<file path="src/rtl/dict_entry_serializer.sv">
// Streams one 16-word dictionary entry out as 32-bit words, word 0 first.
// Define DICT_SER_PREFETCH_EN to add a one-entry prefetch buffer for gapless streaming.
module dict_entry_serializer #(
   parameter int DATA_WIDTH      = 32,
   parameter int WORDS_PER_ENTRY = 16,
   localparam int IDX_W          = $clog2(WORDS_PER_ENTRY)
) (
   input  logic                                  clk,
   input  logic                                  reset,
   input  logic                                  in_valid,
   input  logic [WORDS_PER_ENTRY*DATA_WIDTH-1:0] in_data,
   output logic                                  in_ready,
   output logic                                  out_valid,
   output logic [DATA_WIDTH-1:0]                 out_data,
   output logic [IDX_W-1:0]                      out_index,
   output logic                                  out_last,
   input  logic                                  out_ready,
   output logic                                  busy
);

   localparam int ENTRY_W = WORDS_PER_ENTRY * DATA_WIDTH;
   localparam logic [IDX_W-1:0] LAST_IDX = IDX_W'(WORDS_PER_ENTRY - 1);

   typedef enum logic {IDLE, SEND} state_t;

   state_t             r_state;
   logic [ENTRY_W-1:0] r_active;
   logic [IDX_W-1:0]   r_index;

   logic w_in_xfer;
   logic w_out_xfer;
   logic w_last;
   logic w_pf_valid;

`ifdef DICT_SER_PREFETCH_EN
   logic [ENTRY_W-1:0] r_prefetch;
   logic               r_pf_valid;

   assign w_pf_valid = r_pf_valid;
   assign in_ready   = !r_pf_valid;
`else
   assign w_pf_valid = 1'b0;
   assign in_ready   = (r_state == IDLE);
`endif

   assign w_in_xfer  = in_valid & in_ready;
   assign w_out_xfer = out_valid & out_ready;
   assign w_last     = (r_index == LAST_IDX);

   assign out_valid = (r_state == SEND);
   assign out_data  = r_active[r_index*DATA_WIDTH +: DATA_WIDTH];
   assign out_index = r_index;
   assign out_last  = out_valid & w_last;
   assign busy      = out_valid | w_pf_valid;

   always_ff @(posedge clk or posedge reset) begin
      if (reset) begin
         r_state  <= IDLE;
         r_active <= '0;
         r_index  <= '0;
`ifdef DICT_SER_PREFETCH_EN
         r_prefetch <= '0;
         r_pf_valid <= 1'b0;
`endif
      end else begin
         case (r_state)
            IDLE: begin
               if (w_in_xfer) begin
                  r_active <= in_data;
                  r_index  <= '0;
                  r_state  <= SEND;
               end
            end
            SEND: begin
               if (w_out_xfer) begin
                  if (!w_last) begin
                     r_index <= r_index + 1'b1;
                  end else begin
                     r_index <= '0;
`ifdef DICT_SER_PREFETCH_EN
                     // Buffered entry first; else a same-cycle input bypasses the buffer.
                     if (r_pf_valid) begin
                        r_active   <= r_prefetch;
                        r_pf_valid <= 1'b0;
                     end else if (w_in_xfer) begin
                        r_active <= in_data;
                     end else begin
                        r_state <= IDLE;
                     end
`else
                     r_state <= IDLE;
`endif
                  end
               end
            end
            default: r_state <= IDLE;
         endcase
`ifdef DICT_SER_PREFETCH_EN
         if (w_in_xfer && (r_state == SEND) && !(w_out_xfer && w_last)) begin
            r_prefetch <= in_data;
            r_pf_valid <= 1'b1;
         end
`endif
      end
   end

endmodule

</file>
<file path="config.mk">
export PLATFORM = sky130hd
export DESIGN_NAME = dict_entry_serializer
export DESIGN_NICKNAME = d
export VERILOG_FILES = /design/src/rtl/dict_entry_serializer.sv
export SDC_FILE = /design/constraint.sdc
export NUM_CORES = 1
export LEC_CHECK = 0
export BUFFER_PORTS_ARGS = -buffer_cell sky130_fd_sc_hd__buf_2
export CAP_MARGIN = 20
export CORE_UTILIZATION = 30
export DETAILED_ROUTE_END_ITERATION = 7
export GPL_ROUTABILITY_DRIVEN = 1
export PLACE_DENSITY_LB_ADDON = 0.1
export SLEW_MARGIN = 10
export SYNTH_ARGS = -nofsm -noshare
export SYNTH_HDL_FRONTEND = slang
export SYNTH_SLANG_ARGS = --single-unit
export TNS_END_PERCENT = 5
</file>
<file path="constraint.sdc">
create_clock -name clk -period 23.2 [get_ports clk]
set_input_delay 3.48 -clock clk [delete_from_list [all_inputs] [get_ports clk]]
set_output_delay 3.48 -clock clk [all_outputs]
set_load 0.02 [all_outputs]
</file>
# == Word-level counts from Yosys, hierarchy flattened ==
# Index checks and enable logic that the tools add are counted.
# classes
n_reduce_logical,2
addsub,1
eq_ne,3
n_bitwise,4
shifts,1
n_mux,8
# ops
operator,n
$shiftx 512x10->32,1
$mux 4,3
$pmux 4 s2,1
$add 4x1->4 const B,1
$eq 4x4->1 const B,1
$ne 2x1->1 const B,2
$reduce_and 2->1,2
$and 1x1->1,3
$mux 1,3
$pmux 1 s2,1
$not 1->1,1
# word_totals
output_inout_bits,40
inputBits,516
word_cells,22
ff_bits,517

# == Depth between registers and ports, before layout ==
# Gate-level depths: netlist (run 1).
# depth
depth_word,4
mapped_depth,7
depth_no_buf,5

# == Worst setup path before layout (run 1) ==
# OpenSTA, ideal clock, no wires.
# synth_path
path_type,register to output
start,"register r_index[0], in the netlist out_index[0]"
end,output out_data[18]
path_slack_ps,17912
arrival_time_ps,1808
n_path_buf,2
stages_incl_launch_ff,6
path_cell_list,dfrtp_1 -> buf_6 -> buf_2 -> mux4_1 -> a22oi_1 -> nand2_1
# synth_between
elab_chain_cells,1
# synth_lines
item,line_no,rtl
from (decl),28,logic [IDX_W-1:0] r_index;
from (signal assigned),77,r_index <= r_index + 1'b1;
$shiftx 512x10->32,51,assign out_data = r_active[r_index*DATA_WIDTH +: DATA_WIDTH];
to (decl),14,"output logic [DATA_WIDTH-1:0] out_data,"
# Every way passes these cells.

# == Worst setup path in the final report (run 1) ==
# layout_path
start,"register r_index[0], in the netlist out_index[0]"
end,output out_data[24]
# The elaborated chain is that of the path after synthesis.

==> results of run 1 <==
[worst min path at each step]
stage	start	depth (start not counted)	to
2_1_floorplan	r_active[50]	1	r_active[50]
3_3_place_gp	r_active[93]	1	r_active[93]
3_5_place_dp	r_active[76]	1	r_active[76]
4_1_cts	r_active[76]	1	r_active[76]
5_1_grt	r_active[476]	1	r_active[476]
6_report	r_active[323]	1	r_active[323]
[sequential cells by signal, indices dropped and copies added (netlist names)]
register   count
out_index      4
busy           1
r_active     512
[stage by stage]
step / utilization, % / hold slack, ns / std cells / area [sq um] / power, uW
finish: 37.4 / 0.499 / 3156 / 29000 / 4120
global route: 37.4 / 0.514 / 3148 / 28900 / 4380
CTS: 37.3 / 0.504 / 3130 / 28900 / 4200
detailed placement: 34.9 / 0.490 / 3022 / 27000 / 3250
global placement: 34.9 / 0.482 / 3022 / 27000 / 3220
floorplan: - / 0.472 / 1518 / 23400 / 2590
[area by class of cell]
cell class | count | area, sq um
flip-flops and latches | 517 | 12900
fillers | 7608 | 48400
inverters | 3 | 18.8
clock inverters | 18 | 143
diodes | 25 | 62.6
multi-input cells | 885 | 9720
clock buffers | 90 | 1760
well taps | 1040 | 1300
repair buffers | 578 | 3010
[power by group through the flow]
stage               Sequential [uW]  Combinational (uW)  Clock (uW)
global route                   1680                1710         992
CTS                            1620                1620         960
finish                         1620                1580         924
floorplan                      1530                1060           0
detailed placement             1630                1620           0
global placement               1630                1590           0
[cells by family after synthesis]
family / count (synthesis) / share of synthesized area, %
flip-flops: 517 / 55.3
AND/OR/NAND/NOR: 43 / 0.759
XOR/XNOR: 1 / 0.0374
AO/OA/AOI/OAI: 136 / 4.33
multiplexers: 704 / 36.3
buffers and inverters: 116 / 3.22
adder cells (fa/ha/maj): 1 / 0.0535
[metal layers]
metal / global-route usage (%) / share of wire (%) / vias up
li1: - / - / 6826
met1: 26.4 / 41 / 7991
met2: 34.3 / 48 / 453
met3: 6.57 / 7.0 / 170
met4: 8.22 / 3.7 / 44
met5: 0 / 0.32 / -
[cell usage in the layout (no fill, tap or decap), types with 3 or more instances in the layout]
master,synthesis,final
o21ai_0,34,34
mux4_2,62,62
diode_2,0,25
clkbuf_16,0,61
clkinv_2,0,15
dfrtp_1,517,513
mux2i_1,128,128
clkbuf_1,16,17
a22oi_1,32,32
mux2_2,512,512
buf_2,32,555
buf_12,0,3
a221oi_1,64,64
nand2_1,34,34
clkbuf_8,0,12
buf_4,57,19
==> summary.txt, run 1 <==
Outcome
  • Outcome: finished clean

Yosys
  • Post-synthesis cell count: 1,518
  • Top-count cell post-synth: dfrtp_1
  • Synth area leader: dfrtp_1
  • Largest cells by area after synthesis: dfrtp_1, mux2_2, mux4_2, mux2i_1, a221oi_1
  • Yosys top cell area share: 55.3%
  • Synth top cells by count: dfrtp_1, mux2_2, mux2i_1, a221oi_1, mux4_2
  • EDFF count, synth: 0
  • Post-Syn Nets: 2,035
  • Syn avg cell area: 15.4 sq um
  • Post-synthesis register bit count: 517
  • Synth Flop Type: dfrtp_1
  • Post-synthesis sequential area ratio: 55.3%
  • Synth warnings: 0
  • Share of flip-flops with an asynchronous set or reset: 100%
  • Mapped Area: 23,400 sq um
  • Synth cell types: 28

Power and ir drop
  • Int Pwr: 2650 uW
  • Switching power share of the total: 35.8%
  • Leak Pwr: 0.0131 uW
  • Power Dens Cells: 142 nW/um^2
  • Gate power share: 38.4%
  • Maximum vdd drop: 0.0626 mV
  • P_sw: 1480 uW
  • Sequential fraction of design power: 39.2%
  • Clk network pwr share: 22.4%

STA
  • Clock Skew: 0.0117 ns
  • Slew headroom: 14.5%
  • Setup violations, final: 0
  • Fin Setup TNS: 0 ns
  • Final period util: 34.0%
  • Unrepaired setup endpoints after global routing: no
  • Crit path time final: 7.89 ns
  • Final WS setup: 15.31 ns
  • Worst-Margin Slew: 1.28 ns
  • Final hold vios: 0
  • Fmax: 0.127 GHz
  • Final max-slew violation count: 0

Placed design
  • Pre-CTS setup slack: 15.52 ns
  • Placer Congestion: 0.783
  • Hpwl dp: 62.4 mm
  • Number of port buffers: 555

Global route
  • First-pass GRT wire length: 119 mm
  • Initial antenna violation count: 60
  • Largest net degree at the start of global routing: 182
  • Grt ovf: 0
  • Vias in the first global route: 16,500
  • Total track usage: 21.2%

Drt
  • Via count: 15,500
  • Wire per inst: 26.7 um
  • Routed Wire Length: 84.4 mm
  • Vias per cell: 4.91
  • Drt first pass iters: 4
  • 1st-iter DRT viols: 834
  • Final ANT Viol Nets: 0
  • Drt drc: 0

Clock tree
  • Worst skew pair latency: 0.62 ns
  • Clk buf depth: 3
  • Clk slew on worst S/H paths: 0.06 ns
  • CTS Root Cell: clkbuf_16
  • Post-CTS Setup Repair Bufs: 0
  • H-tree depth: 2
  • Clk sinks: 517
  • Hold buffer count at CTS: 0
  • CTS Buf Count: 61
  • CTS tree: yes
  • CTS resizes: 0

Critical path
  • Reg-to-reg endpoint: r_active[149]
  • Worst EP arrival: 4.41 ns
  • Critical path's slowest cell: dfrtp_4
  • Crit path kind: reg2out
  • Crit path buffers/inverters: 3
  • Critical path startpoint: out_index[0]
  • Largest stage delay, worst path: 0.90 ns
  • Instance count on the critical path: 7
  • Critical path peak fanout: 113
  • FF-to-FF path depth: 4
  • Crit path capture type: output port
  • Worst-path cell chain: buf_12, buf_4, mux2i_1, a221oi_1, a22oi_1, nand2_1, buf_2
  • Worst Setup EP: out_data[24]
  • Setup crit start kind: flip-flop
  • Reg2reg setup slack: 19.27 ns
  • Delay-heaviest family, CP: buffers and inverters
  • Critical Path RT: 19.72 ns
  • Worst flop-to-flop path startpoint: busy

Floorplanning
  • Top-Level Pins: 556
  • Initial core utilization: 30.3%
  • Die ar.: 79,100 sq um
  • Die extent in y: 281 um
  • Chip width: 281 um
  • Core box area: 77,300 sq um
  • FP Rows: 102

Hold path
  • Min-Delay Path Class: reg2reg

Layout
  • Area Growth Syn to Fin: 23.8%
  • Final Net Count: 2,563
  • Share of layout cells above drive strength 1: 59.8%

Job
  • Max Cap Viol: 0
Power figures use the tool's default switching activity.
==> run 2: changes to the inputs <==
- clock period: 23.2 -> 6.45 ns (I/O delays scaled with it)
==> run 2 against run 1 <==
Net effect:
- sequential share of layout area fell by 0.32 points
- clock skew rose by 0.0040 ns
- largest cell class unchanged
- largest power group unchanged
- final cell count did not move
- clock-buffer cell count rose by 4
- first-iteration DRC count rose by 2.9%
- sequential cell count did not move
- sequential power rose to 3.6 times the previous value
- clock power rose to 3.8 times the previous value
- die area did not move
- via count barely moved
- highest routed layer unchanged
- global-route usage rose by 0.49 points
==> summary.txt, run 2 (synthesis gave the netlist of run 1 again) <==
Layout
  • Largest register FFs: 512 (unchanged)
  • Final Net Count: 2,574 (+0.43%)
  • Area Growth Syn to Fin: 24.7%
  • Most flops, register: r_active
  • Final Cell Area: 29,200 sq um (+0.72%)
  • Most common cell after layout, fill and taps aside: buf_2
  • Share of layout cells above drive strength 1: 60.4% (+0.52 points)
  • Fin util: 37.7% (+0.27 points)
  • Highest-count cells in the layout ignoring fill and taps: buf_2, dfrtp_1, mux2_2, mux2i_1, clkbuf_16

Critical path
  • Largest stage delay, worst path: 1.10 ns (+0.20 ns)
  • Crit path capture type: output port
  • Setup crit start kind: flip-flop
  • FF-to-FF path depth: 3 (-1)
  • Worst flop-to-flop path startpoint: busy
  • Crit path buffers/inverters: 2 (-1)
  • Delay-heaviest family, CP: compound AO/OA/AOI/OAI gates
  • Critical path peak fanout: 53 (-53%)
  • Worst-path cell chain: buf_12, mux2i_1, a221oi_1, o21ai_0, nand2_1, buf_2
  • Critical path startpoint: out_index[0]
  • Crit path kind: reg2out
  • Critical Path RT: 5.48 ns (-14.24 ns)
  • Critical path's slowest cell: dfrtp_4
  • Instance count on the critical path: 6 (-1)
  • Worst EP arrival: 3.91 ns (-0.50 ns)

Power and ir drop
  • Int Pwr: 9690 uW (+270%)
  • Power Dens Cells: 521 nW/um^2 (+270%)
  • Leak Pwr: 0.0132 uW (+0.79%)
  • Clk network pwr share: 23.2% (+0.8 points)
  • Tot Pwr: 15,200 uW (+270%)
  • Switching power share of the total: 36.2% (+0.39 points)
  • Maximum vdd drop: 0.250 mV (+300%)
  • P_sw: 5500 uW (+270%)
  • Gate power share: 38.0% (-0.4 points)
  • Sequential fraction of design power: 38.8% (-0.4 points)

Global route
  • Largest net degree at the start of global routing: 180 (-1.1%)
  • Vias in the first global route: 16,600 (+0.79%)
  • Grt ovf: 0 (unchanged)
  • First-pass GRT wire length: 121 mm (+1.6%)
  • Initial antenna violation count: 50 (-17%)
  • Total track usage: 21.7% (+0.49 points)

Drt
  • Via count: 15,500 (-0.052%)
  • Final ANT Viol Nets: 0 (unchanged)
  • Routed Wire Length: 86.1 mm (+2.0%)
  • 1st-iter DRT viols: 858 (+2.9%)
  • Drt drc: 0 (unchanged)
  • Vias per cell: 4.90 (about the same)
  • Drt first pass iters: 5 (+1)
  • Wire per inst: 27.3 um (+2.0%)

Clock tree
  • Worst skew pair latency: 0.59 ns (-0.03 ns)
  • Post-CTS Setup Repair Bufs: 0 (unchanged)
  • Hold buffer count at CTS: 0 (unchanged)
  • CTS tree: yes
  • CTS resizes: 0 (unchanged)
  • Clk slew on worst S/H paths: 0.05 ns (about the same)
  • CTS Root Cell: clkbuf_16
  • Clk buf depth: 3 (unchanged)
  • Clk sinks: 517 (unchanged)
  • CTS Buf Count: 66 (+8.2%)
  • H-tree depth: 3 (+1)

Floorplanning
  • Top-Level Pins: 556 (unchanged)
  • Die extent in y: 281 um (unchanged)
  • FP Rows: 102 (unchanged)
  • Core box area: 77,300 sq um (unchanged)
  • Initial core utilization: 30.3% (unchanged)
  • Chip width: 281 um (unchanged)
  • Die ar.: 79,100 sq um (unchanged)

Placed design
  • Pre-CTS setup slack: 2.12 ns (-13.41 ns)
  • Placer Congestion: 0.810 (+3.5%)
  • Placed Area: 27,100 sq um (+0.37%)
  • Hpwl dp: 64.6 mm (+3.5%)
  • Number of port buffers: 555 (unchanged)

STA
  • Crit path time final: 4.88 ns
  • Setup violations, final: 0 (unchanged)
  • Unrepaired setup endpoints after global routing: no
  • Final WS setup: 1.57 ns (-13.73 ns)
  • Fmax: 0.205 GHz
  • Clock Skew: 0.0157 ns (+0.00399 ns)
  • Worst-Margin Slew: 1.15 ns (-0.135 ns)
  • Slew headroom: 23.5% (+9.0 points)
  • Final hold vios: 0 (unchanged)
  • Fin Setup TNS: 0 ns (unchanged)
  • Final max-slew violation count: 0 (unchanged)
  • Final period util: 75.6%

Hold path
  • Min-Delay Path Class: in2async

Outcome
  • Outcome: finished clean

Job
  • Max Cap Viol: 0 (unchanged)
-- run 2: routing by layer --
layer  global-route usage (%)  wire length [um]  vias up  part of all wire [%]
met2                     35.5             41300      436                    48
li1                         -                 -     6808                     -
met1                     27.5             36600     8016                    42
met5                        0               302        -                  0.35
met4                     7.12              2720       46                   3.2
met3                     6.21              5190      170                   6.0
-- run 2: final timing paths --
check / to / slack (ns)
max reg2reg: r_active[252] / 3.60
min in group clk: r_active[343] / 0.50
min: r_active[292] / 0.41
max in group asynchronous: r_active[123] / 4.27
max: out_data[17] / 1.57
min reg2reg: r_active[343] / 0.50
-- run 2: cell type report --
type                       count  area [sq um]
clock inverter                18           111
antenna                       15          37.5
inverter                       3          15.0
multi-input combinational    885          9720
timing repair buffer         584          3080
clock buffer                  94          1950
tap                         1040          1300
sequential                   517         12900
fill                        7538         48200
-- run 2: through the flow --
| stage | instances | hold slack [ns] |
|---|---|---|
| after detailed placement | 3029 | 0.490 |
| final | 3156 | 0.415 |
| after floorplan | 1518 | 0.472 |
| after global placement | 3029 | 0.484 |
| after CTS | 3141 | 0.396 |
| after global routing | 3151 | 0.423 |
-- run 2: power groups by stage --
stage               combinational, uW  clock, uW  sequential, uW
floorplan                        3830          0            5500
global placement                 5850          0            5920
detailed placement               5910          0            5940
CTS                              5920       3660            5890
global route                     6210       3780            6120
finish                           5780       3530            5890
==> run 3: changes to the inputs <==
- clock period: 6.45 -> 5.05 ns (I/O delays scaled with it)
==> run 3 against run 2 <==
Net effect:
- clock power grew 26%
- final area grew 0.12%
- sequential share of layout area fell by 0.053 points
- register-to-register slack got worse by 1.0 ns
- first-iteration DRC count fell by 6.5%
- critical path depth stayed put
- largest cell class unchanged
==> summary.txt, run 3 (synthesis gave the netlist of run 1 again) <==
Floorplanning
  • Top-Level Pins: 556 (unchanged)
  • Initial core utilization: 30.3% (unchanged)
  • Core box area: 77,300 sq um (unchanged)
  • FP Rows: 102 (unchanged)
  • Chip width: 281 um (unchanged)
  • Die ar.: 79,100 sq um (unchanged)
  • Die extent in y: 281 um (unchanged)

Global route
  • Grt ovf: 0 (unchanged)
  • Met1 Usage GRT: 27.5% (+0.050 points)
  • GR peak layer: met2
  • Initial antenna violation count: 28 (-44%)
  • Largest net degree at the start of global routing: 174 (-3.3%)
  • Total track usage: 21.0% (-0.69 points)
  • Vias in the first global route: 16,500 (-0.59%)
  • GR Util met2: 35.1% (-0.39 points)
  • M3 GR Usage: 4.34% (-1.9 points)
  • First-pass GRT wire length: 118 mm (-2.6%)

Clock tree
  • CTS Buf Count: 66 (unchanged)
  • CTS Root Cell: clkbuf_16
  • CTS tree: yes
  • Clk sinks: 517 (unchanged)
  • Clk slew on worst S/H paths: 0.06 ns (about the same)
  • Worst skew pair latency: 0.58 ns (about the same)
  • H-tree depth: 3 (unchanged)
  • Post-CTS Setup Repair Bufs: 0 (unchanged)
  • Clk buf depth: 3 (unchanged)
  • CTS resizes: 0 (unchanged)
  • Hold buffer count at CTS: 0 (unchanged)

Layout
  • Most common cell after layout, fill and taps aside: buf_2
  • Fill cells: 7,561 (+0.31%)
  • Most flops, register: r_active
  • Area Growth Syn to Fin: 24.8%
  • Share of layout cells above drive strength 1: 59.8% (-0.52 points)
  • Final Cell Area: 29,200 sq um (+0.12%)
  • Final Net Count: 2,582 (+0.31%)
  • Highest-count cells in the layout ignoring fill and taps: buf_2, dfrtp_1, mux2_2, mux2i_1, clkbuf_16
  • Cell Count, Final, Fillers Out: 3,158 (+0.063%)
  • Largest register FFs: 512 (unchanged)

Critical path
  • Setup crit start kind: flip-flop
  • Critical path peak fanout: 42 (-21%)
  • Critical path startpoint: out_index[0]
  • Crit path capture type: output port
  • Worst EP arrival: 3.49 ns (-0.42 ns)
  • Worst flop-to-flop path startpoint: busy
  • Crit path kind: reg2out
  • Critical Path RT: 4.29 ns (-1.19 ns)

STA
  • Worst hold slack: 0.253 ns (-0.162 ns)
  • Final hold vios: 0 (unchanged)
  • Clock Skew: 0.0164 ns (+0.000743 ns)
  • Crit path time final: 4.25 ns
  • Unrepaired setup endpoints after global routing: no
  • Setup violations, final: 0 (unchanged)
  • Slew headroom: 23.8% (+0.31 points)
  • Final period util: 84.1%
  • Worst-Margin Slew: 1.14 ns (-0.00465 ns)
  • Fmax: 0.236 GHz
  • Final max-slew violation count: 0 (unchanged)

Power and ir drop
  • Tot Pwr: 19,300 uW (+27%)
  • Power Dens Cells: 660 nW/um^2 (+27%)
  • Maximum vdd drop: 0.254 mV (+1.8%)
  • Leak Pwr: 0.0133 uW (+0.15%)

Job
  • Max Cap Viol: 0 (unchanged)

Drt
  • Drt first pass iters: 5 (unchanged)
  • Drt drc: 0 (unchanged)
  • Wire per inst: 26.5 um (-2.8%)
  • Final ANT Viol Nets: 0 (unchanged)
  • Routed Wire Length: 83.8 mm (-2.8%)
  • 1st-iter DRT viols: 802 (-6.5%)
  • Via count: 15,600 (+0.48%)
  • Vias per cell: 4.92 (+0.41%)

Placed design
  • Hpwl dp: 62.7 mm (-3.0%)
  • Placer Congestion: 0.803 (-0.91%)
  • Placed Area: 27,200 sq um (+0.41%)
  • Number of port buffers: 555 (unchanged)
  • Placed Cells: 3,037 (+0.26%)

Hold path
  • Min-Delay Path Class: in2async

Outcome
  • Outcome: finished clean
[run 3: cell count changes in the layout (fill, tap and decap cells not counted), sizes merged]
cell,before,now
clkinvlp,5,1
buf,584,592
clkinv,11,7
diode,15,12
inv,5,4
clkbuf,94,99
bufinv,0,1
[run 3: final cells by class]
class                   instances  area [sq um]  area share, %
diodes                         12          30.0          0.103
clock inverters                10          82.6          0.283
repair buffers                592          3190           10.9
flip-flops and latches        517         12900           44.3
clock buffers                  99          1910           6.54
well taps                    1040          1300           4.46
inverters                       3          15.0         0.0514
multi-input cells             885          9720           33.3
[run 3: worst paths after layout]
| check | slack (ns) | to | cells past startpoint |
|---|---|---|---|
| setup / recovery | 0.80 | out_data[31] | 6 |
| hold / removal | 0.25 | r_active[359] | 2 |
| setup reg to reg | 2.57 | r_active[145] | 3 |
| hold reg to reg | 0.50 | r_active[68] | 1 |
| max in group asynchronous | 3.35 | r_active[16] | 3 |
| min in group clk | 0.40 | r_active[255] | 2 |
[run 3: critical path: stages (launching register included)]
cell,delay [ns]
dfrtp_4,0.98
buf_4,0.36
mux2i_1,0.10
a221oi_1,0.85
o21ai_0,0.19
nand2_1,0.21
buf_2,0.21
[run 3: through the flow]
stage | setup TNS [ns] | util [%] | setup slack [ns]
finish | 0 | 37.8 | 0.804
global route | 0 | 37.7 | 0.642
CTS | 0 | 37.7 | 0.790
detailed placement | 0 | 35.1 | 1.44
global placement | 0 | 35.1 | 1.47
floorplan | -1411.29 | - | -2.73
[run 3: power by group]
part	switching (uW)	leakage, uW	internal, uW
Clock	1810	0.000978	2650
Combinational	3780	0.00595	3490
Sequential	1310	0.00635	6240
[run 3: routing by layer]
metal  routed length (um)  vias up
li1                     -     6838
met5                   24        -
met2                41600      466
met1                36000     8133
met4                 1840        4
met3                 4370      109
